`config.mk`:
```
export PLATFORM = sky130hd
export DESIGN_NAME = implication_responder
export DESIGN_NICKNAME = d
export VERILOG_FILES = /design/src/rtl/implication_pkg.sv /design/src/rtl/implication_delay_line.sv /design/src/rtl/implication_responder.sv
export SDC_FILE = /design/constraint.sdc
export NUM_CORES = 1
export LEC_CHECK = 0
export ABC_AREA = 1
export CAP_MARGIN = 20
export CORE_AREA = 10 10 47 49
export DETAILED_ROUTE_END_ITERATION = 7
export DIE_AREA = 0 0 57 59
export PLACE_DENSITY = 0.49
export SLEW_MARGIN = 20
export SYNTH_ARGS = -nofsm -noshare
export SYNTH_HDL_FRONTEND = slang
export SYNTH_SLANG_ARGS = --single-unit
```
`constraint.sdc`:
```
create_clock -name clk -period 2.1 [get_ports clk]
set_input_delay 0.42 -clock clk [delete_from_list [all_inputs] [get_ports clk]]
set_output_delay 0.42 -clock clk [all_outputs]
set_load 0.01 [all_outputs]
```
`src/rtl/implication_pkg.sv`:
```
// Shared types and helpers for the implication responder and its delay line.
package implication_pkg;

    typedef enum logic {OVERLAPPING, NON_OVERLAPPING} implication_kind_e;

    typedef enum logic {IDLE, ACTIVE} responder_state_e;

    function automatic int unsigned pending_width(input int unsigned max_pending);
        return $clog2(max_pending + 1);
    endfunction

endpackage

```
`src/rtl/implication_delay_line.sv`:
```
// Fixed-latency shift of {valid, suppress} per accepted request, with synchronous clear.
module implication_delay_line #(
    parameter int unsigned DELAY = 1
) (
    input  logic clk,
    input  logic clear,
    input  logic in_valid,
    input  logic in_suppress,
    output logic out_valid,
    output logic out_suppress
);

    logic [DELAY-1:0] valid_q;
    logic [DELAY-1:0] suppress_q;
    logic [DELAY-1:0] valid_d;
    logic [DELAY-1:0] suppress_d;

    // Suppress is only meaningful alongside valid, so it is masked on entry.
    generate
        if (DELAY > 1) begin : g_multi
            assign valid_d    = {valid_q[DELAY-2:0], in_valid};
            assign suppress_d = {suppress_q[DELAY-2:0], in_suppress & in_valid};
        end else begin : g_single
            assign valid_d    = in_valid;
            assign suppress_d = in_suppress & in_valid;
        end
    endgenerate

    always_ff @(posedge clk) begin
        if (clear) begin
            valid_q    <= '0;
            suppress_q <= '0;
        end else begin
            valid_q    <= valid_d;
            suppress_q <= suppress_d;
        end
    end

    assign out_valid    = valid_q[DELAY-1];
    assign out_suppress = suppress_q[DELAY-1];

endmodule

```
`src/rtl/implication_responder.sv`:
```
// Responds to each antecedent pulse with a consequent pulse, either combinationally
// or after a fixed delay with a bounded number of requests in flight.
module implication_responder
    import implication_pkg::*;
#(
    parameter implication_kind_e KIND        = NON_OVERLAPPING,
    parameter int unsigned       DELAY       = 1,
    parameter int unsigned       MAX_PENDING = 4
) (
    input  logic                                  clk,
    input  logic                                  rst,
    input  logic                                  antecedent,
    input  logic                                  inject_fail,
    output logic                                  consequent,
    output logic [pending_width(MAX_PENDING)-1:0] pending,
    output logic                                  busy,
    output logic                                  dropped,
    output logic                                  overflow
);

    localparam int unsigned   PW         = pending_width(MAX_PENDING);
    localparam logic [PW-1:0] PEND_MAX   = PW'(MAX_PENDING);
    localparam bit            NON_OVL    = (KIND == NON_OVERLAPPING);
    localparam int unsigned   LINE_DELAY = NON_OVL ? DELAY : 1;

    logic             line_valid;
    logic             line_suppress;
    logic             retire;
    logic             accept;
    logic             reject;
    logic [PW-1:0]    pending_q;
    logic [PW-1:0]    pending_d;
    responder_state_e state_q;
    responder_state_e state_d;
    logic             dropped_q;
    logic             overflow_q;

    // The entry at the end of the line is the one driving consequent this cycle;
    // its slot frees up at the coming edge, so a new request may take it.
    assign retire = line_valid;
    assign accept = NON_OVL & antecedent & ((pending_q < PEND_MAX) | retire);
    assign reject = NON_OVL & antecedent & ~accept;

    implication_delay_line #(
        .DELAY (LINE_DELAY)
    ) u_delay_line (
        .clk          (clk),
        .clear        (rst),
        .in_valid     (accept),
        .in_suppress  (inject_fail),
        .out_valid    (line_valid),
        .out_suppress (line_suppress)
    );

    always_comb begin
        pending_d = pending_q;
        case ({accept, retire})
            2'b10:   pending_d = pending_q + PW'(1);
            2'b01:   pending_d = pending_q - PW'(1);
            default: pending_d = pending_q;
        endcase
    end

    always_comb begin
        state_d = state_q;
        case (state_q)
            IDLE:   if (pending_d != '0) state_d = ACTIVE;
            ACTIVE: if (pending_d == '0) state_d = IDLE;
        endcase
    end

    always_ff @(posedge clk) begin
        if (rst) begin
            pending_q  <= '0;
            state_q    <= IDLE;
            dropped_q  <= 1'b0;
            overflow_q <= 1'b0;
        end else begin
            pending_q  <= pending_d;
            state_q    <= state_d;
            dropped_q  <= reject;
            overflow_q <= overflow_q | reject;
        end
    end

    assign consequent = NON_OVL ? (line_valid & ~line_suppress)
                                : (antecedent & ~inject_fail & ~rst);
    assign pending    = NON_OVL ? pending_q : '0;
    assign busy       = NON_OVL ? (state_q == ACTIVE) : 1'b0;
    assign dropped    = NON_OVL ? dropped_q : 1'b0;
    assign overflow   = NON_OVL ? overflow_q : 1'b0;

endmodule

```
# After elaboration in Yosys (flattened, before gate mapping)

Index checks and enable logic that the tools add are counted.

$lt $le $gt $ge: 1
Multipliers: 0
Add/subtract/negate cells: 2
Bitwise operators: 9
Mux-type cells: 4
Divide/modulo/power cells: 0
Reductions and logical operators: 2
Shift operators: 0
Equal/unequal tests: 2

Operator list:

| kind                                                 | number |
|---|---|
| case mux 3 bit (2 select lines)                      | 1 |
| bitwise AND 1 bit                                    | 4 |
| adder 3 x 1 -> 3 bit (second input constant)         | 1 |
| zero test 3 bit                                      | 1 |
| < comparator 3 bit (second input constant)           | 1 |
| NOT 1 bit                                            | 3 |
| nonzero test 3 bit                                   | 1 |
| subtractor 3 x 1 -> 3 bit (second input constant)    | 1 |
| equality test 2 x 1 -> 1 bit (second input constant) | 1 |
| equality test 2 bit (second input constant)          | 1 |
| two-way mux 1 bit                                    | 2 |
| OR 1 bit                                             | 2 |
| case mux 1 bit (2 select lines)                      | 1 |

Bits in latches: 0
RAM bits: 0
Memories kept: 0
Memory bits (read-only): 0
Bits in registers: 8
Word-level logic and storage cells: 26
Output and inout bits: 7

# Depth between registers and ports, before layout

Word-level depth: 8
Mapped depth: 11
Gate-level depth less buffers: 11

# Modules after synthesis

A second synthesis with hierarchy kept.

Cell total of the unflattened synthesis: 45
Area, all modules: 337.8 um^2

Modules (own cells, without submodules):

| module                 | instances | cells an instance | area each (um^2) |
|---|---|---|---|
| implication_responder  | 1         | 39                | 280.3 |
| implication_delay_line | 1         | 6                 | 57.6 |

# Worst setup path after synthesis

Ideal clock, no wire load.

Kind: reg-to-reg
From: register pending_q[2] (netlist: pending[2])
To: register state_q (netlist: busy)
Path buffers: 0
Stages on the path, launching flop included: 11
Slack: 0.360 ns
Arrival time: 1.625 ns
Cells stage by stage: dfxtp_1 -> inv_1 -> o21ai_1 -> ha_1 -> inv_2 -> fa_1 -> nand2_1 -> o21ai_1 -> nor2_1 -> nor2_1 -> nand2_1

Longest elaborated chain between the ends: 8
Elaborated cells between the ends (all ways): 13
Classes of those cells: add/sub (2); order compare (1); eq/ne (2); mux (4); bitwise (2); reduce/logical (2)

RTL lines:

| element                                                                    | line                                                     | source |
|---|---|---|
| start, declared                                                            | implication_responder.sv:31                              | `logic [PW-1:0] pending_q;` |
| start signal, assigned                                                     | implication_responder.sv:79                              | `pending_q <= pending_d;` |
| < comparator 3 bit                                                         | implication_responder.sv:41                              | `assign accept = NON_OVL & antecedent & ((pending_q < PEND_MAX) \| retire);` |
| OR 1 bit                                                                   | implication_responder.sv:41                              |  |
| bitwise AND 1 bit                                                          | implication_responder.sv:41                              |  |
| equality test 2 x 1 -> 1 bit / equality test 2 bit (equally long branches) | implication_responder.sv:57                              | `case ({accept, retire})` |
| case mux 3 bit (2 select lines) *                                          | implication_responder.sv:57                              |  |
| zero test 3 bit / nonzero test 3 bit (equally long branches)               | implication_responder.sv:68, implication_responder.sv:67 |  |
| two-way mux 1 bit, on equally long branches                                | implication_responder.sv:68, implication_responder.sv:67 |  |
| case mux 1 bit (2 select lines) *                                          | implication_responder.sv:66                              | `case (state_q)` |
| end signal, assigned                                                       | implication_responder.sv:80                              | `state_q <= state_d;` |
| end, declared                                                              | implication_responder.sv:33                              | `responder_state_e state_q;` |

Mark *: on every way between the ends. The rest lies on a longest branch, timed or not.
A chain may end at the register's enable or synchronous reset.

# Worst setup path after layout

From: input antecedent
To: register state_q (netlist: busy)

Longest elaborated chain between the ends: 6
Elaborated cells between the ends (all ways): 9
Classes of those cells: eq/ne (2); mux (4); bitwise (1); reduce/logical (2)

RTL lines:

| element                                                                    | line                                                     | source |
|---|---|---|
| start, declared                                                            | implication_responder.sv:12                              | `input logic antecedent,` |
| bitwise AND 1 bit *                                                        | implication_responder.sv:41                              |  |
| equality test 2 x 1 -> 1 bit / equality test 2 bit (equally long branches) | implication_responder.sv:57                              |  |
| case mux 3 bit (2 select lines) *                                          | implication_responder.sv:57                              |  |
| zero test 3 bit / nonzero test 3 bit (equally long branches)               | implication_responder.sv:68, implication_responder.sv:67 |  |
| two-way mux 1 bit, on equally long branches                                | implication_responder.sv:68, implication_responder.sv:67 |  |
| case mux 1 bit (2 select lines) *                                          | implication_responder.sv:66                              |  |

Marked as above.

==> results by group <==
Logic synthesis
  • Largest cells by area after synthesis: sky130_fd_sc_hd__dfxtp_1 49%, sky130_fd_sc_hd__nand2_1 9.3%, sky130_fd_sc_hd__inv_1 6.9%
  • Cell Area, Synth: 324 sq um
  • Synth cell types: 12
  • Async set-reset flop share out of synthesis: 0%
  • Count of flip-flops with a built-in enable after synthesis: 0
  • Seq cells post-synth: 8
  • Synthesized netlist cell count: 41
  • Net count after synthesis: 47
  • Most common flop cell mapped by yosys: sky130_fd_sc_hd__dfxtp_1
  • Mean cell area of the mapped netlist: 7.90 sq um
  • Cell type with the highest aggregate area in the netlist: sky130_fd_sc_hd__dfxtp_1
  • Portion of the post-synthesis area used by sequential elements: 49.4%
  • Synth warnings: 0
  • Post-synth top area share: 49.4%
  • Most common library cells after synthesis: 8 x sky130_fd_sc_hd__dfxtp_1, 8 x sky130_fd_sc_hd__nand2_1, 6 x sky130_fd_sc_hd__inv_1

Final layout
  • Inserted Diodes: 0
  • Fraction of layout instances using a drive strength above 1: 12.7%
  • Final Net Count: 63
  • Post-route standard cell area excluding fillers: 474 sq um
  • Synthesis-to-finish area growth: 46.3%

Setup path
  • Worst reg2reg path endpoint: busy
  • CP endpoint: busy
  • Arrival time of the worst setup path: 2020 ps
  • Data required time of the worst path: 2240 ps
  • Critical Path Sink Type: register
  • Path depth of the worst reg2reg path: 10
  • Launch instance of the worst register-to-register path: pending[2]
  • Startpoint types: input pin
  • Launch point of the worst path: antecedent
  • Maximum fanout encountered on the critical timing path: 2
  • Register-to-register setup slack: 340 ps
  • Crit path kind: input pin to register

Timing
  • Number of endpoints with negative hold slack in the final report: 0
  • Worst slew margin: 84.9%
  • Slew at the pin with the worst max-slew slack: 226 ps
  • Post-route minimum period: 1890 ps
  • Max-slew violation count: 0
  • Share of the cycle needed by the critical path after routing: 89.8%
  • RSZ-0062 raised after global routing: false
  • Upper clock frequency limit: 0.530 GHz
  • Post-Route Skew: 0.547 ps
  • Final setup violation count: 0

Pwr
  • Worst vdd rail ir drop: 0.000257 V
  • Switching portion of total power: 27.2%
  • Logic pwr share: 26.7%
  • Total power divided by cell area: 842 nW/um^2
  • PnR Total Power: 399 uW
  • Share of power burned in registers: 45.2%
  • Clock power frac: 28.1%
  • Internal power contribution: 291 uW
  • Switching power: 108 uW
  • Static power due to leakage: 0.217 nW

Clock tree
  • Clk buf depth: 2
  • Clock Pin Slew Worst Setup and Hold Paths: 50 ps
  • Clock Latency Late Sink: 240 ps
  • TritonCTS clock tree: yes
  • CTS H-tree lvls: 1
  • Post-CTS setup buffers: 0
  • Clock sink count: 8
  • Clock tree root driver cell: sky130_fd_sc_hd__clkbuf_4
  • Total CTS buffers: 3
  • Cts repair resizes: 0
  • Hold bufs inserted after CTS: 0

Drt
  • Antenna Violating Nets Remaining: 0
  • Routed vias: 276
  • Total wire length after detailed routing: 632 microns
  • DRC violations left: 0
  • Router iterations before antenna repair: 4
  • Iter 0 DRT Violations: 4
  • Post-detailed-route wirelength per cell: 8.90 microns
  • Via density per instance: 3.89

Hold path
  • Source of the worst hold timing path: overflow
  • Worst Hold Class: register to register

Global routing
  • Overall overflow remaining after global route: 0
  • Number of antenna violations at the first check in global routing: 0
  • Largest net degree at the start of global routing: 8
  • Total global-route track usage: 4.29%
  • Wire length of the first global-routing pass: 1130 microns
  • Number of global-route vias before repair: 300

Floorplanning
  • I/O pin count: 11
  • Area of the die: 3360 sq um
  • Die H: 59 microns
  • Std-Cell Rows: 14
  • Core Region: 1400 sq um
  • Die span in x: 57 microns
  • Starting utilization of the core area: 23.1%

Place
  • Post-DP HPWL: 528 microns
  • Total placed instance area: 452 sq um
  • Final estimated routing congestion in global placement: 0.679
  • IO Port Bufs: 10

Outcome
  • Result of the run: completed

Job
  • MaxCap Viol Count: 0
[power groups by stage]
| stage | clock network (mW) | registers (mW) | logic, mW |
|---|---|---|---|
| after global routing | 0.124 | 0.182 | 0.122 |
| after detailed placement | 0 | 0.183 | 0.106 |
| after CTS | 0.118 | 0.181 | 0.109 |
| after floorplan | 0 | 0.191 | 0.0468 |
| final | 0.112 | 0.180 | 0.107 |
| after global placement | 0 | 0.184 | 0.109 |
[per-stage QoR]
step                TNS, ps  hold slack [ps]  cells  worst slack [ps]  util (%)
finish                    0              461     71               213      33.8
global route              0              485     71              75.5      33.8
CTS                       0              465     71               205      33.8
detailed placement    -30.5              454     68             -30.5      32.2
global placement      -60.2              450     68             -60.2      32.2
floorplan                 0              477     41               360         -
[sequential cells by signal, indices dropped and copies added (netlist names)]
register	cells
dropped	1
pending	3
busy	1
u_delay_line.out_valid	1
overflow	1
u_delay_line.out_suppress	1
[how the worst min path moves through the flow]
stage	endpoint	slack (ps)	depth (start not counted)
2_1_floorplan	overflow	480	2
3_3_place_gp	overflow	450	2
3_5_place_dp	overflow	450	2
4_1_cts	overflow	460	2
5_1_grt	overflow	490	2
6_report	overflow	460	2
[worst max-delay path: stages]
cell and delay (ps):
sky130_fd_sc_hd__clkdlybuf4s50_1 430, sky130_fd_sc_hd__o21ai_1 110, sky130_fd_sc_hd__ha_1 200, sky130_fd_sc_hd__inv_2 50, sky130_fd_sc_hd__fa_1 480, sky130_fd_sc_hd__nand2_1 50, sky130_fd_sc_hd__o21ai_1 80, sky130_fd_sc_hd__nor2_1 60
sky130_fd_sc_hd__nor2_1 90, sky130_fd_sc_hd__nand2_1 60
[layer usage]
| metal | part of all wire [%] | GRT usage, % | vias to the layer above |
|---|---|---|---|
| met5 | 0 | 0 | - |
| met4 | 1.9 | 4.03 | 0 |
| met3 | 7.3 | 2.15 | 2 |
| met2 | 47 | 6.67 | 6 |
| met1 | 44 | 4.06 | 113 |
| li1 | - | - | 155 |
[layout by cell type (no fill, tap or decap), drive strengths merged]
cell | synthesis | final
nand2 | 8 | 8
dfxtp | 8 | 8
fa | 1 | 1
clkdlybuf4s50 | 0 | 10
o21ai | 3 | 3
clkbuf | 0 | 3
buf | 0 | 1
inv | 9 | 9
nor2 | 5 | 5
nor3b | 1 | 1
nand3 | 3 | 3
nand4 | 1 | 1
a21oi | 1 | 1
ha | 1 | 1
[cell families (layout without fill, tap and decap cells)]
group                      count (synthesis)  after routing  share of synthesized area (%)
AOI/OAI and AO/OA                          4              4                           6.17
adders and majority gates                  2              2                           10.0
buffers and inverters                      9             23                           10.4
DFF                                        8              8                           49.4
and+or+nand+nor                           18             18                           23.9
[final cells by class]
cell class | instances | area, sq um
Multi-Input combinational cell | 24 | 130
Tap cell | 16 | 20.0
Timing Repair Buffer | 11 | 108
Fill cell | 162 | 927
Clock buffer | 3 | 22.5
Inverter | 9 | 33.8
Sequential cell | 8 | 160
(Power assumes the default switching activity.)
==> patch 1, RTL diff (same settings) <==
Put a register stage on the outputs `consequent`, `pending`, `busy`, `dropped` and `overflow`, without a reset. The values now appear one clock later. Comments in the files are not updated.
--- a/src/rtl/implication_responder.sv
+++ b/src/rtl/implication_responder.sv
@@ -83,12 +83,13 @@
         end
     end
 
-    assign consequent = NON_OVL ? (line_valid & ~line_suppress)
-                                : (antecedent & ~inject_fail & ~rst);
-    assign pending    = NON_OVL ? pending_q : '0;
-    assign busy       = NON_OVL ? (state_q == ACTIVE) : 1'b0;
-    assign dropped    = NON_OVL ? dropped_q : 1'b0;
-    assign overflow   = NON_OVL ? overflow_q : 1'b0;
+    always_ff @(posedge clk) begin
+        consequent <= NON_OVL ? (line_valid & ~line_suppress) : (antecedent & ~inject_fail & ~rst);
+        pending    <= NON_OVL ? pending_q : '0;
+        busy       <= NON_OVL ? (state_q == ACTIVE) : 1'b0;
+        dropped    <= NON_OVL ? dropped_q : 1'b0;
+        overflow   <= NON_OVL ? overflow_q : 1'b0;
+    end
 
 endmodule
 
Function: changed (a bounded check fails within 4 cycles, from zero or initial values and one cycle with rst high).
==> patch 1 against the original RTL <==
- clock power rose by 43%
- synthesized area rose by 43%
- critical path type unchanged
- critical endpoint is now state_q
- cell area rose by 30%
- setup slack improved by 84 ps
- sequential cell count rose by 7
- total power rose by 49%
- largest cell class unchanged
- sequential power rose by 84%
- routed wire length rose by 18%
==> patch 1: results (changes against the original RTL) <==
buffers added on ports 10 (unchanged); main flop type after synthesis dfxtp_1; vias in the first global route 313 (+4.3%); Relative slew margins 83.2% (-1.7 points); Hold WC Path Type flop to flop; top cells by count, synth 15 x dfxtp_1, 8 x inv_1, 8 x nand2_1; Yosys cell types 13 (+1); drt initial violations 1 (-3); VDD IR-drop max 0.438 mV (+70%); Adder-Cell Fraction of Synth Area 7.01% (-3.0 points); routing usage on met2 6.82% (+0.16 points); P_leak 0.277 nW (+27%); layout cells sized above 1 7.94% (-4.8 points); biggest regs pending x3, pending_q x3; All-Layer GR Usage 4.97% (+0.68 points); hpwl dp 592 µm (+12%); sequential share of the synthesized area 64.7% (+15 points); Compound-Gate Fraction of Synth Area 4.31% (-1.9 points); Worst EP arrival 1980 ps (-40 ps); xor-xnor portion of the synthesized cell area 0% (unchanged); met3 usage 4.08% (+1.9 points); met1 Use GR 4.74% (+0.68 points); Worst-Skew Late Latency 280 ps (+40 ps); gp weighted congestion 0.738 (+8.7%); Post-Syn Nets 54 (+15%); final WL 748 µm (+18%); Warnings, synthesis 0 (unchanged); Synth area leaders dfxtp_1 65%, inv_1 6.5%, nand2_1 6.5%; clk_skew 4.43 ps (+3.89 ps); Inserted Clock Buffers 3 (unchanged); Via Count 332 (+20%); Layout Nets 70 (+11%); Clock Pin Slew Worst Setup and Hold Paths 90 ps (+40 ps); CTS H-Tree Depth 1 (unchanged); status finished, final reports clean; pin count of the biggest net entering global routing 9 (+1); first-pass GRT wire length 1.26 mm (+11%); ant diodes 0 (unchanged); NetSw 0.000148 W (+36%)
-- patch 1: cell count changes in the layout (fill, tap and decap cells not counted) --
cell,delta
dfxtp_1,+7
o21ai_1,-1
o21ai_0,+1
clkbuf_1,+1
inv_2,-2
inv_1,+2
-- patch 1: area by class of cell --
type                    instances  area, µm²
inverters                       9       33.8
flip-flops and latches         15        300
well taps                      16       20.0
fillers                       151        783
multi-input cells              24        130
repair buffers                 11        108
clock buffers                   4       26.3
-- patch 1: path summary, 6_finish.rpt --
| kind | from | endpoint | slack, ps | depth (start not counted) |
|---|---|---|---|---|
| setup / recovery | antecedent | state_q | 300 | 10 |
| hold / removal | state_q | busy | 330 | 0 |
| setup reg to reg | pending_q[2] | state_q | 360 | 10 |
| hold reg to reg | state_q | busy | 330 | 0 |
-- patch 1: power by group through the flow --
| stage | registers, W | clock network, W | logic [W] |
|---|---|---|---|
| finish | 0.000332 | 0.000160 | 0.000103 |
| global route | 0.000334 | 0.000180 | 0.000118 |
| CTS | 0.000333 | 0.000168 | 0.000106 |
| detailed placement | 0.000339 | 0 | 0.000106 |
| global placement | 0.000338 | 0 | 0.000105 |
| floorplan | 0.000346 | 0 | 0.0000454 |
-- patch 1: through the flow --
step           util (%)  worst slack (ps)  hold WS, ps  cell area, µm²  cells
4_1_cts            44.1               299          335             618     79
3_5_place_dp       42.2             -3.29          315             592     75
5_1_grt            44.1               188          340             618     79
6_report           44.1               297          334             618     79
3_3_place_gp       42.2             -2.46          310             592     75
2_1_floorplan         -               434          310             464     48
-- patch 1: layer usage --
| metal | up-vias | share of wire, % |
|---|---|---|
| met4 | 0 | 0.94 |
| met3 | 2 | 13 |
| met1 | 145 | 44 |
| li1 | 177 | - |
| met5 | - | 0 |
| met2 | 8 | 43 |
==> patch 2, RTL diff (same flow settings) <==
Without the edit above. Change the parameter `MAX_PENDING` from 4 to 5.
--- a/src/rtl/implication_responder.sv
+++ b/src/rtl/implication_responder.sv
@@ -5,7 +5,7 @@
 #(
     parameter implication_kind_e KIND        = NON_OVERLAPPING,
     parameter int unsigned       DELAY       = 1,
-    parameter int unsigned       MAX_PENDING = 4
+    parameter int unsigned       MAX_PENDING = 5
 ) (
     input  logic                                  clk,
     input  logic                                  rst,
Check against the original RTL: no difference found for any inputs over 10 cycles, from zero or initial values and one cycle with rst high; that may be too few to reach the edited logic, so the function may still have changed.
==> patch 2 against the original RTL <==
- setup slack better by 120 ps
- synthesized area grew 7.7%
- cell area rose by 2.9%
- core utilization rose by 0.98 points
- sequential cell count unchanged
- total power decreased by 3.1%
- sequential share of layout area shrank 0.95 points
- clock power increased by 5%
- register-to-register slack better by 240 ps
- routed wire length grew 24%
==> patch 2: results (changes against the original RTL) <==
WL met3 73 µm (+59%); met2 wire len 326 µm (+10%); sequential share of the synthesized area 45.9% (-3.5 points); routing usage on met2 7.29% (+0.62 points); hpwl dp 631 µm (+19%); first-pass GRT wire length 1.42 mm (+26%); Fill cells 158 (-2.5%); met1 Use GR 5.84% (+1.8 points); Yosys cell types 13 (+1); Relative slew margins 82.9% (-2.0 points); layout cells sized above 1 10.0% (-2.7 points); Post-DP Area 465 µm² (+3.0%); # placed instances 73 (+7.4%); top cells by count, synth 13 x nand2_1, 8 x dfxtp_1, 6 x inv_1, 6 x nor2_1, 5 x nand3_1; Crit Path Max Fanout 4 (+2); met3 usage 3.22% (+1.1 points); cells after synthesis 47 (+15%); FF+latch count 8 (unchanged); fraction of area in multi-input gates 31.0% (+3.6 points); buffering overhead 22.1% (-0.64 points); Multi-Input Combinational 31 (+29%); Inverters 7 (-2); ClkCell Share 4.62% (-0.13 points); Post-Syn Nets 52 (+11%); pre-CTS setup slack 78.1 ps (+109 ps); Slowest-stage cell, CP clkdlybuf4s50_1; status finished, final reports clean; Layout Nets 67 (+6.3%)
## patch 2: changes by cell type after synthesis, sizes merged
| cell | before | now |
|---|---|---|
| a21oi | 1 | 0 |
| buf | 0 | 1 |
| ha | 1 | 0 |
| inv | 9 | 7 |
| nand2 | 8 | 14 |
| nand3 | 3 | 5 |
| nand4 | 1 | 0 |
| nor2 | 5 | 6 |
| or2 | 0 | 1 |
## patch 2: kinds of logic (layout without fill, tap and decap cells)
logic type / Yosys count / count (layout) / share of synthesized area, %
AOI/OAI and AO/OA: 3 / 3 / 4.30
DFF: 8 / 8 / 45.9
and+or+nand+nor: 27 / 27 / 33.3
buffers and inverters: 8 / 21 / 10.8
adders and majority gates: 1 / 1 / 5.73
## patch 2: path summary, 6_finish.rpt
path / from / end / slack [ps]
max reg2reg: u_delay_line.out_valid / busy / 580
min reg2reg: overflow / overflow / 460
min: overflow / overflow / 460
max: antecedent / busy / 330
